==> src/rtl/pipe_ctrl_pkg.sv <==
// Shared types for the pipeline stall/flush controller: FSM states and PC source encodings.
package pipe_ctrl_pkg;

    typedef enum logic [1:0] {
        RUN      = 2'd0,
        MEM_WAIT = 2'd1,
        ERR      = 2'd2
    } state_e;

    typedef enum logic [1:0] {
        PC_SEQ    = 2'd0,
        PC_BRANCH = 2'd1,
        PC_JUMP   = 2'd2
    } pc_src_e;

    // Jump outranks a taken branch when both resolve in MEM together.
    function automatic pc_src_e redirect_sel(input logic jump, input logic branch_taken);
        if (jump)              return PC_JUMP;
        else if (branch_taken) return PC_BRANCH;
        else                   return PC_SEQ;
    endfunction

endpackage

==> src/rtl/load_use_detect.sv <==
// Flags an ID-stage instruction that reads the destination of a load sitting in EX.
module load_use_detect (
    input  logic       ex_MemRead,
    input  logic [4:0] ex_reg_des_address,
    input  logic [4:0] id_rs,
    input  logic [4:0] id_rt,
    output logic       hazard
);

    // Register 0 is hardwired, so a load targeting it never creates a dependency.
    assign hazard = ex_MemRead
                  && (ex_reg_des_address != 5'd0)
                  && ((ex_reg_des_address == id_rs) || (ex_reg_des_address == id_rt));

endmodule

==> src/rtl/pipeline_hazard_ctrl.sv <==
// Stall/flush controller for the five-stage pipeline: load-use stalls, MEM-stage
// redirects and freezing for a multi-cycle data memory, with a timeout error state.
module pipeline_hazard_ctrl
    import pipe_ctrl_pkg::*;
#(
    parameter int unsigned WAIT_MAX = 16,
    parameter int unsigned CNT_W    = 16
) (
    input  logic             clk,
    input  logic             reset_n,
    input  logic [4:0]       id_rs,
    input  logic [4:0]       id_rt,
    input  logic             ex_MemRead,
    input  logic [4:0]       ex_reg_des_address,
    input  logic             mem_branch,
    input  logic             mem_zero,
    input  logic             mem_jump,
    input  logic             mem_MemRead,
    input  logic             mem_MemWrite,
    input  logic             dmem_ready,
    output logic             pc_en,
    output logic             if_id_en,
    output logic             id_ex_en,
    output logic             ex_mem_en,
    output logic             mem_wb_en,
    output logic             if_id_flush,
    output logic             id_ex_flush,
    output logic             ex_mem_flush,
    output logic [1:0]       pc_src,
    output logic             dmem_req,
    output logic             mem_err,
    output logic [CNT_W-1:0] stall_count
);

    localparam int unsigned WAIT_W = (WAIT_MAX > 2) ? $clog2(WAIT_MAX) : 1;

    state_e            state;
    state_e            state_next;
    logic [WAIT_W-1:0] wait_cnt;
    logic [WAIT_W-1:0] wait_next;
    logic              mem_op;
    logic              branch_taken;
    logic              redirect;
    logic              hazard;
    logic              run_eval;

    assign mem_op       = mem_MemRead | mem_MemWrite;
    assign branch_taken = mem_branch & mem_zero;
    assign redirect     = branch_taken | mem_jump;
    assign mem_err      = (state == ERR);

    load_use_detect u_load_use_detect (
        .ex_MemRead         (ex_MemRead),
        .ex_reg_des_address (ex_reg_des_address),
        .id_rs              (id_rs),
        .id_rt              (id_rt),
        .hazard             (hazard)
    );

    // State and wait counter
    always_ff @(posedge clk or negedge reset_n) begin
        if (!reset_n) begin
            state    <= RUN;
            wait_cnt <= '0;
        end else begin
            state    <= state_next;
            wait_cnt <= wait_next;
        end
    end

    // Next state and zero-cycle stall/flush decisions
    always_comb begin
        pc_en        = 1'b0;
        if_id_en     = 1'b0;
        id_ex_en     = 1'b0;
        ex_mem_en    = 1'b0;
        mem_wb_en    = 1'b0;
        if_id_flush  = 1'b0;
        id_ex_flush  = 1'b0;
        ex_mem_flush = 1'b0;
        pc_src       = PC_SEQ;
        dmem_req     = 1'b0;
        state_next   = state;
        wait_next    = wait_cnt;
        run_eval     = 1'b0;

        case (state)
            RUN: begin
                dmem_req = mem_op;
                if (mem_op && !dmem_ready) state_next = MEM_WAIT;
                else                       run_eval   = 1'b1;
            end
            MEM_WAIT: begin
                dmem_req = mem_op;
                if (!dmem_ready) begin
                    wait_next = wait_cnt + WAIT_W'(1);
                    if (wait_cnt == WAIT_W'(WAIT_MAX - 2)) state_next = ERR;
                end else begin
                    run_eval   = 1'b1;
                    wait_next  = '0;
                    state_next = RUN;
                end
            end
            ERR: begin
                state_next = ERR;
            end
            default: begin
                state_next = RUN;
            end
        endcase

        // A redirect squashes the younger instructions, so any load-use among them is moot.
        if (run_eval) begin
            if (redirect) begin
                pc_en        = 1'b1;
                if_id_en     = 1'b1;
                id_ex_en     = 1'b1;
                ex_mem_en    = 1'b1;
                mem_wb_en    = 1'b1;
                if_id_flush  = 1'b1;
                id_ex_flush  = 1'b1;
                ex_mem_flush = 1'b1;
                pc_src       = redirect_sel(mem_jump, branch_taken);
            end else if (hazard) begin
                id_ex_en     = 1'b1;
                ex_mem_en    = 1'b1;
                mem_wb_en    = 1'b1;
                id_ex_flush  = 1'b1;
            end else begin
                pc_en        = 1'b1;
                if_id_en     = 1'b1;
                id_ex_en     = 1'b1;
                ex_mem_en    = 1'b1;
                mem_wb_en    = 1'b1;
            end
        end

        // Held in reset: the pipeline is frozen and any memory access is abandoned.
        if (!reset_n) begin
            pc_en        = 1'b0;
            if_id_en     = 1'b0;
            id_ex_en     = 1'b0;
            ex_mem_en    = 1'b0;
            mem_wb_en    = 1'b0;
            if_id_flush  = 1'b0;
            id_ex_flush  = 1'b0;
            ex_mem_flush = 1'b0;
            pc_src       = PC_SEQ;
            dmem_req     = 1'b0;
        end
    end

    // Saturating count of frozen-PC cycles; the error state is not counted.
    always_ff @(posedge clk or negedge reset_n) begin
        if (!reset_n) begin
            stall_count <= '0;
        end else if (!pc_en && (state != ERR) && (stall_count != {CNT_W{1'b1}})) begin
            stall_count <= stall_count + CNT_W'(1);
        end
    end

endmodule

==> config.mk <==
export PLATFORM = sky130hd
export DESIGN_NAME = pipeline_hazard_ctrl
export DESIGN_NICKNAME = d
export VERILOG_FILES = /design/src/rtl/pipe_ctrl_pkg.sv /design/src/rtl/load_use_detect.sv /design/src/rtl/pipeline_hazard_ctrl.sv
export SDC_FILE = /design/constraint.sdc
export NUM_CORES = 1
export LEC_CHECK = 0
export ABC_AREA = 1
export BUFFER_PORTS_ARGS = -buffer_cell sky130_fd_sc_hd__buf_2
export CORE_MARGIN = 2
export CORE_UTILIZATION = 55
export DETAILED_ROUTE_END_ITERATION = 8
export PLACE_DENSITY = 0.83
export SYNTH_ARGS = -nofsm -noshare
export SYNTH_HDL_FRONTEND = slang
export SYNTH_SLANG_ARGS = --single-unit
==> constraint.sdc <==
create_clock -name clk -period 2.75 [get_ports clk]
set_input_delay 0.55 -clock clk [delete_from_list [all_inputs] [get_ports clk]]
set_output_delay 0.55 -clock clk [all_outputs]
set_load 0.005 [all_outputs]
# Yosys cells after proc, flatten, opt, wreduce, memory -nomap -nowiden
# Cells that the tools add are included.
[word_totals] reg_bits=22 output_inout_bits=28 elab_cells=57
[op_classes] n_addsub=2 eq_ne=9 mux=28 bitwise_logic=3 n_reduce_logical=12
[op_table] operator="$mux W1" n=18
[op_table] operator="$add A16 B1 Y16 const B" n=1
[op_table] operator="$ne A16 B16 Y1 const B" n=1
[op_table] operator="$mux W2" n=7
[op_table] operator="$eq A5 B5 Y1" n=2
[op_table] operator="$pmux W2 S3" n=1
[op_table] operator="$logic_and A1 B1 Y1" n=5
[op_table] operator="$reduce_bool A5 Y1" n=1
[op_table] operator="$add A4 B1 Y4 const B" n=1
[op_table] operator="$eq A4 B4 Y1 const B" n=1
[op_table] operator="$mux W4" n=1
[op_table] operator="$ne A2 B2 Y1 const B" n=2
[op_table] operator="$ne A3 B3 Y1 const B" n=1
[op_table] operator="$eq A2 B1 Y1 const B" n=1
[op_table] operator="$eq A2 B2 Y1 const B" n=1
[op_table] operator="$logic_not A1 Y1" n=2
[op_table] operator="$logic_not A2 Y1" n=1
[op_table] operator="$or A1 B1 Y1" n=2
[op_table] operator="$pmux W1 S2" n=1
[op_table] operator="$reduce_and A2 Y1" n=1
[op_table] operator="$reduce_or A2 Y1" n=1
[op_table] operator="$and A1 B1 Y1" n=1
[op_table] operator="$logic_or A1 B1 Y1" n=1

# Logic depth before layout (Yosys ltp)
[logic_depth] ltp_word=10 mapped_depth=12 ltp_nobuf=11

# By module
# From an unflattened synthesis, not the netlist that was laid out.
[hier_totals] cells_unflattened=242 hier_area_um2=1694.1
[modules_own_cells] module="pipeline_hazard_ctrl" instances=1 cells_per_inst=197 area_per_inst_um2=1498.9 seq_area_each_um2=550.5
[modules_own_cells] module="load_use_detect" instances=1 cells_per_inst=45 area_per_inst_um2=195.2 seq_area_each_um2=0.0

# Least setup slack after synthesis
# No wires, ideal clock.
[synth_path] path_kind="in2out" startpoint="input port mem_MemWrite" endpoint="output port pc_en" arrival_ns=1.635 required_ns=2.200 slack_ns=0.565 stages=8 path_buffers=2 path_cell_list="or2_2 nand2_1 a21oi_1 inv_1 nand3_1 buf_2 inv_1 buf_4"
[synth_between] elab_chain_cells=6
[synth_lines] element="start, declared" line_no="pipeline_hazard_ctrl.sv:19" text="input logic mem_MemWrite,"
[synth_lines] element="$or A1 B1 Y1" line_no="pipeline_hazard_ctrl.sv:47" text="assign mem_op = mem_MemRead | mem_MemWrite;"
[synth_lines] element="$logic_and A1 B1 Y1" line_no="pipeline_hazard_ctrl.sv:90" text="if (mem_op && !dmem_ready) state_next = MEM_WAIT;"
[synth_lines] element="$mux W1" line_no="pipeline_hazard_ctrl.sv:90"
[synth_lines] element="$pmux W1 S2" line_no="pipeline_hazard_ctrl.sv:87" text="case (state)"
[synth_lines] element="$mux W1 (2 in a row)"
[synth_lines] element="end, declared" line_no="pipeline_hazard_ctrl.sv:21" text="output logic pc_en,"
# No other way between the ends.

# Worst setup path in the final report
[layout_path] startpoint="register state[1]" endpoint="output port id_ex_flush"
[layout_between] elab_chain_cells=4 elab_cells_between_ends=5
[layout_lines] element="start, declared" line_no="pipeline_hazard_ctrl.sv:37" text="state_e state;"
[layout_lines] element="start signal, assigned" line_no="pipeline_hazard_ctrl.sv:66" text="state <= state_next;"
[layout_lines] element="$eq A2 B1 Y1 or $logic_not A2 Y1 (tied branches)" line_no="pipeline_hazard_ctrl.sv:87"
[layout_lines] element="$pmux W1 S2 (*)" line_no="pipeline_hazard_ctrl.sv:87"
[layout_lines] element="$mux W1 (*)" line_no="pipeline_hazard_ctrl.sv:113" text="if (run_eval) begin"
[layout_lines] element="$mux W1 (*)" line_no="pipeline_hazard_ctrl.sv:139" text="if (!reset_n) begin"
[layout_lines] element="end, declared" line_no="pipeline_hazard_ctrl.sv:27" text="output logic id_ex_flush,"
# Mark *: on every way between the ends. The rest lies on a longest branch, timed or not.

==> impl_summary.log <==
INFO  metric leakagePower = 1.137 nW
INFO  metric path_max_fanout = 6
INFO  metric grt_setup_unrepaired = false
INFO  metric timing.final.crit_share = 85.05%
INFO  metric critical_path.startpoint_type = flip-flop
INFO  metric cts_num_sinks = 22
INFO  metric rows = 19
INFO  metric first_pass_grt_wire_length = 6.016 mm
INFO  metric number_of_antenna_violations_at_the_first_check_in_global_routing = 0
INFO  metric crit_reg_reg_endpoint = stall_count[13]
INFO  metric wirelength = 3.497 mm
INFO  metric headroom_to_the_max_slew_limit = 76.52%
INFO  metric timing.final.setup_violations = 0
INFO  metric most-common-layout-cells = sky130_fd_sc_hd__nand2_1 (77), sky130_fd_sc_hd__buf_2 (51), sky130_fd_sc_hd__inv_1 (26), sky130_fd_sc_hd__nor2_1 (24), sky130_fd_sc_hd__dfrtp_1 (22)
INFO  metric coreArea = 2781 um^2
INFO  metric synth_cell_type_count = 28
INFO  metric cts.reportedPaths.clkPinSlew = 130 ps
INFO  metric power.switching_fraction = 21.95%
INFO  metric global_route.overflow_total = 0
INFO  metric worst_hold_path_type = in -> async
INFO  metric cts_made_buffers = 3
INFO  metric combinationalPowerShare = 8.9%
INFO  metric clk_path_buf_depth = 2
INFO  metric timing.critical_path.slowest_cell_delay = 430 ps
INFO  metric fmaxAchievable = 0.4276 GHz
INFO  metric power.clock.fraction = 39.9%
INFO  metric dr.pass1.iters = 4
INFO  metric grt_use_total = 22.93%
INFO  metric critical_path_arrival = 1790 ps
INFO  metric first_global_vias = 1366
INFO  metric cts_hold_buf = 0
INFO  metric cts_root_buffer = sky130_fd_sc_hd__clkbuf_4
INFO  metric finalClockSkew = 2.241 ps
INFO  metric initial_core_util = 58.07%
INFO  metric status = finished, final reports clean
INFO  metric most_common_cell_after_layout_fill_and_taps_aside = sky130_fd_sc_hd__nand2_1
INFO  metric cp_slowest_cell = sky130_fd_sc_hd__dfrtp_1
INFO  metric dp_slack = 520.8 ps
INFO  metric timing_max_transition_violations_final = 0
INFO  metric cts_resized = 0
INFO  metric count_of_cells_along_the_worst_register_to_register_path = 9
INFO  metric p_sw = 0.0001398 W
INFO  metric io_buffer_count = 51
INFO  metric drc_errors = 0
INFO  metric design.die.area = 3387 um^2
INFO  metric power.internal = 0.0004971 W
INFO  metric hold_slack = 80.75 ps
INFO  metric crit-reg2reg-launch = stall_count[0]
INFO  metric n_fill_cell = 267
INFO  metric syn-mean-instance-area = 7.054 um^2
INFO  metric route.detailed.wl_per_inst = 11.28 um
INFO  metric synthCells = 229
INFO  metric synth.yosys.warnings = 0
INFO  metric tightestPinTransition = 349.5 ps
INFO  metric post_cts.repair.setup_buffers = 0
INFO  metric grt_start_max_net_pins = 17
INFO  metric syn_to_final_growth = 19.44%
INFO  metric criticalPathCategory = reg -> out
INFO  metric detail_route.iter0.violations = 64
INFO  metric worst-endpoint-required = 2200 ps
INFO  metric routabilityCongestion = 0.8306
INFO  metric routed_via_density = 5.090
INFO  metric die_w = 58.20 um
INFO  metric timing.critical_path.to_type = output port
INFO  metric vdd.ir_drop.worst = 0.3262 mV
INFO  metric pwr-share-seq = 51.2%
INFO  metric synth_seq_cells = 22
INFO  metric tritoncts = built
INFO  metric num_io_pins = 52
INFO  metric synth_sequential_area_ratio = 34.08%
INFO  metric clk-insertion-delay-late = 320 ps
INFO  metric timing.critical_path.cells = inv_2, nand2_1, nor2_1, a21oi_1, nor2_2, inv_1, o21ai_0, buf_2
INFO  metric layout_cell_share_with_drive_strength_beyond_1 = 24.73%
INFO  metric syn_nets = 256
INFO  metric synth.cell_area = 1615 um^2
INFO  metric final_critical_path_setup_slack = 411.2 ps
INFO  metric route.antenna.remaining_nets = 0
INFO  metric power_density = 330.1 nW/um^2
INFO  metric max-cap-violations = 0
INFO  metric hpwl = 2.735 mm
INFO  metric die_h = 58.20 um
INFO  metric report.final.hold_viol_count = 0
INFO  metric antenna-diode-count = 0
INFO  metric r2r_setup_slack = 840 ps
INFO  metric final.min_clock_period = 2339 ps
INFO  metric design.final.nets = 307
INFO  metric via_count = 1578
INFO  metric h-tree-depth = 1
INFO  metric final_total_negative_setup_slack = 0 ps
kinds of logic after synthesis:
group | share of synthesized area (%)
flip-flops | 34.08
AND/OR/NAND/NOR | 41.13
adder cells (fa/ha/maj) | 2.324
XOR/XNOR | 9.218
AO/OA/AOI/OAI | 3.331
buffers and inverters | 9.914
metal layers:
metal / global-route usage [%] / up-vias / wire length (um)
met4: 3.987 / 0 / 24
li1: - / 826 / -
met3: 5.357 / 4 / 243
met5: 0 / - / 0
met1: 31.71 / 698 / 1591
met2: 37.34 / 50 / 1637
state kept, by name (all words and copies together), names as in the netlist:
| register | flops |
|---|---|
| stall_count | 16 |
| state | 2 |
| wait_cnt | 4 |
Yosys cell counts:
cell type	count	area share, %
sky130_fd_sc_hd__nor3_1	3	0.93
sky130_fd_sc_hd__nand3_1	10	3.1
sky130_fd_sc_hd__inv_1	26	6.0
sky130_fd_sc_hd__ha_1	3	2.3
sky130_fd_sc_hd__xnor2_1	9	4.9
sky130_fd_sc_hd__a31oi_1	1	0.39
sky130_fd_sc_hd__a21oi_1	3	0.93
sky130_fd_sc_hd__xor2_1	8	4.3
sky130_fd_sc_hd__buf_6	1	0.70
sky130_fd_sc_hd__nand2_2	1	0.39
sky130_fd_sc_hd__nor2_2	1	0.39
sky130_fd_sc_hd__nand2_1	77	18
sky130_fd_sc_hd__nand3_2	1	0.62
sky130_fd_sc_hd__nor2_1	24	5.6
sky130_fd_sc_hd__nor3b_1	1	0.46
sky130_fd_sc_hd__inv_2	1	0.23
sky130_fd_sc_hd__nor2_4	2	1.4
sky130_fd_sc_hd__clkbuf_1	1	0.23
sky130_fd_sc_hd__clkinv_1	1	0.23
sky130_fd_sc_hd__o21ai_0	3	0.93
sky130_fd_sc_hd__buf_4	4	1.9
sky130_fd_sc_hd__or2_2	1	0.39
sky130_fd_sc_hd__o21ai_2	1	0.54
sky130_fd_sc_hd__buf_2	2	0.62
sky130_fd_sc_hd__dfrtp_1	22	34
sky130_fd_sc_hd__a31o_2	1	0.54
sky130_fd_sc_hd__nand4_1	19	7.4
sky130_fd_sc_hd__nand4_4	2	2.6
power by group through the flow:
stage / clock, W / sequential (W) / combinational [W]
after floorplan: 0 / 0.000332 / 0.0000255
after detailed placement: 0 / 0.000332 / 0.0000572
after CTS: 0.000258 / 0.000326 / 0.0000576
final: 0.000254 / 0.000326 / 0.0000565
after global routing: 0.000276 / 0.000326 / 0.0000667
after global placement: 0 / 0.000332 / 0.0000559
how the worst max path moves through the flow:
stage | end | start | cells past startpoint | slack (ps)
6_report | id_ex_flush | state[1] | 8 | 410
5_1_grt | pc_src[0] | state[1] | 8 | 220
4_1_cts | id_ex_flush | state[1] | 8 | 430
3_5_place_dp | id_ex_flush | mem_MemWrite | 8 | 520
3_3_place_gp | id_ex_flush | mem_MemWrite | 8 | 570
2_1_floorplan | pc_en | mem_MemWrite | 8 | 560
critical path, delay by kind of cell (launching register included):
family	cells	cell delay, ps
buffers and inverters	3	300
flip-flops	1	430
AND/OR/NAND/NOR	3	480
AO/OA/AOI/OAI	2	260
through the flow:
step	cells	area [um^2]	power [W]	util [%]
3_5_place_dp	306	1877	0.0003896	67.48
3_3_place_gp	306	1877	0.0003882	67.48
2_1_floorplan	229	1615	0.0003577	-
5_1_grt	310	1929	0.0006692	69.37
4_1_cts	310	1929	0.0006417	69.37
6_report	310	1929	0.0006370	69.37
final cells by class:
cell class | instances | area (um^2) | share of cell area, %
Inverter | 28 | 105.1 | 5.447
Clock inverter | 1 | 30.03 | 1.556
Multi-Input combinational cell | 171 | 904.6 | 46.89
Sequential cell | 22 | 550.5 | 28.53
Timing Repair Buffer | 54 | 277.8 | 14.40
Clock buffer | 3 | 22.52 | 1.167
Tap cell | 31 | 38.79 | 2.010
Power figures use the tool's default switching activity.
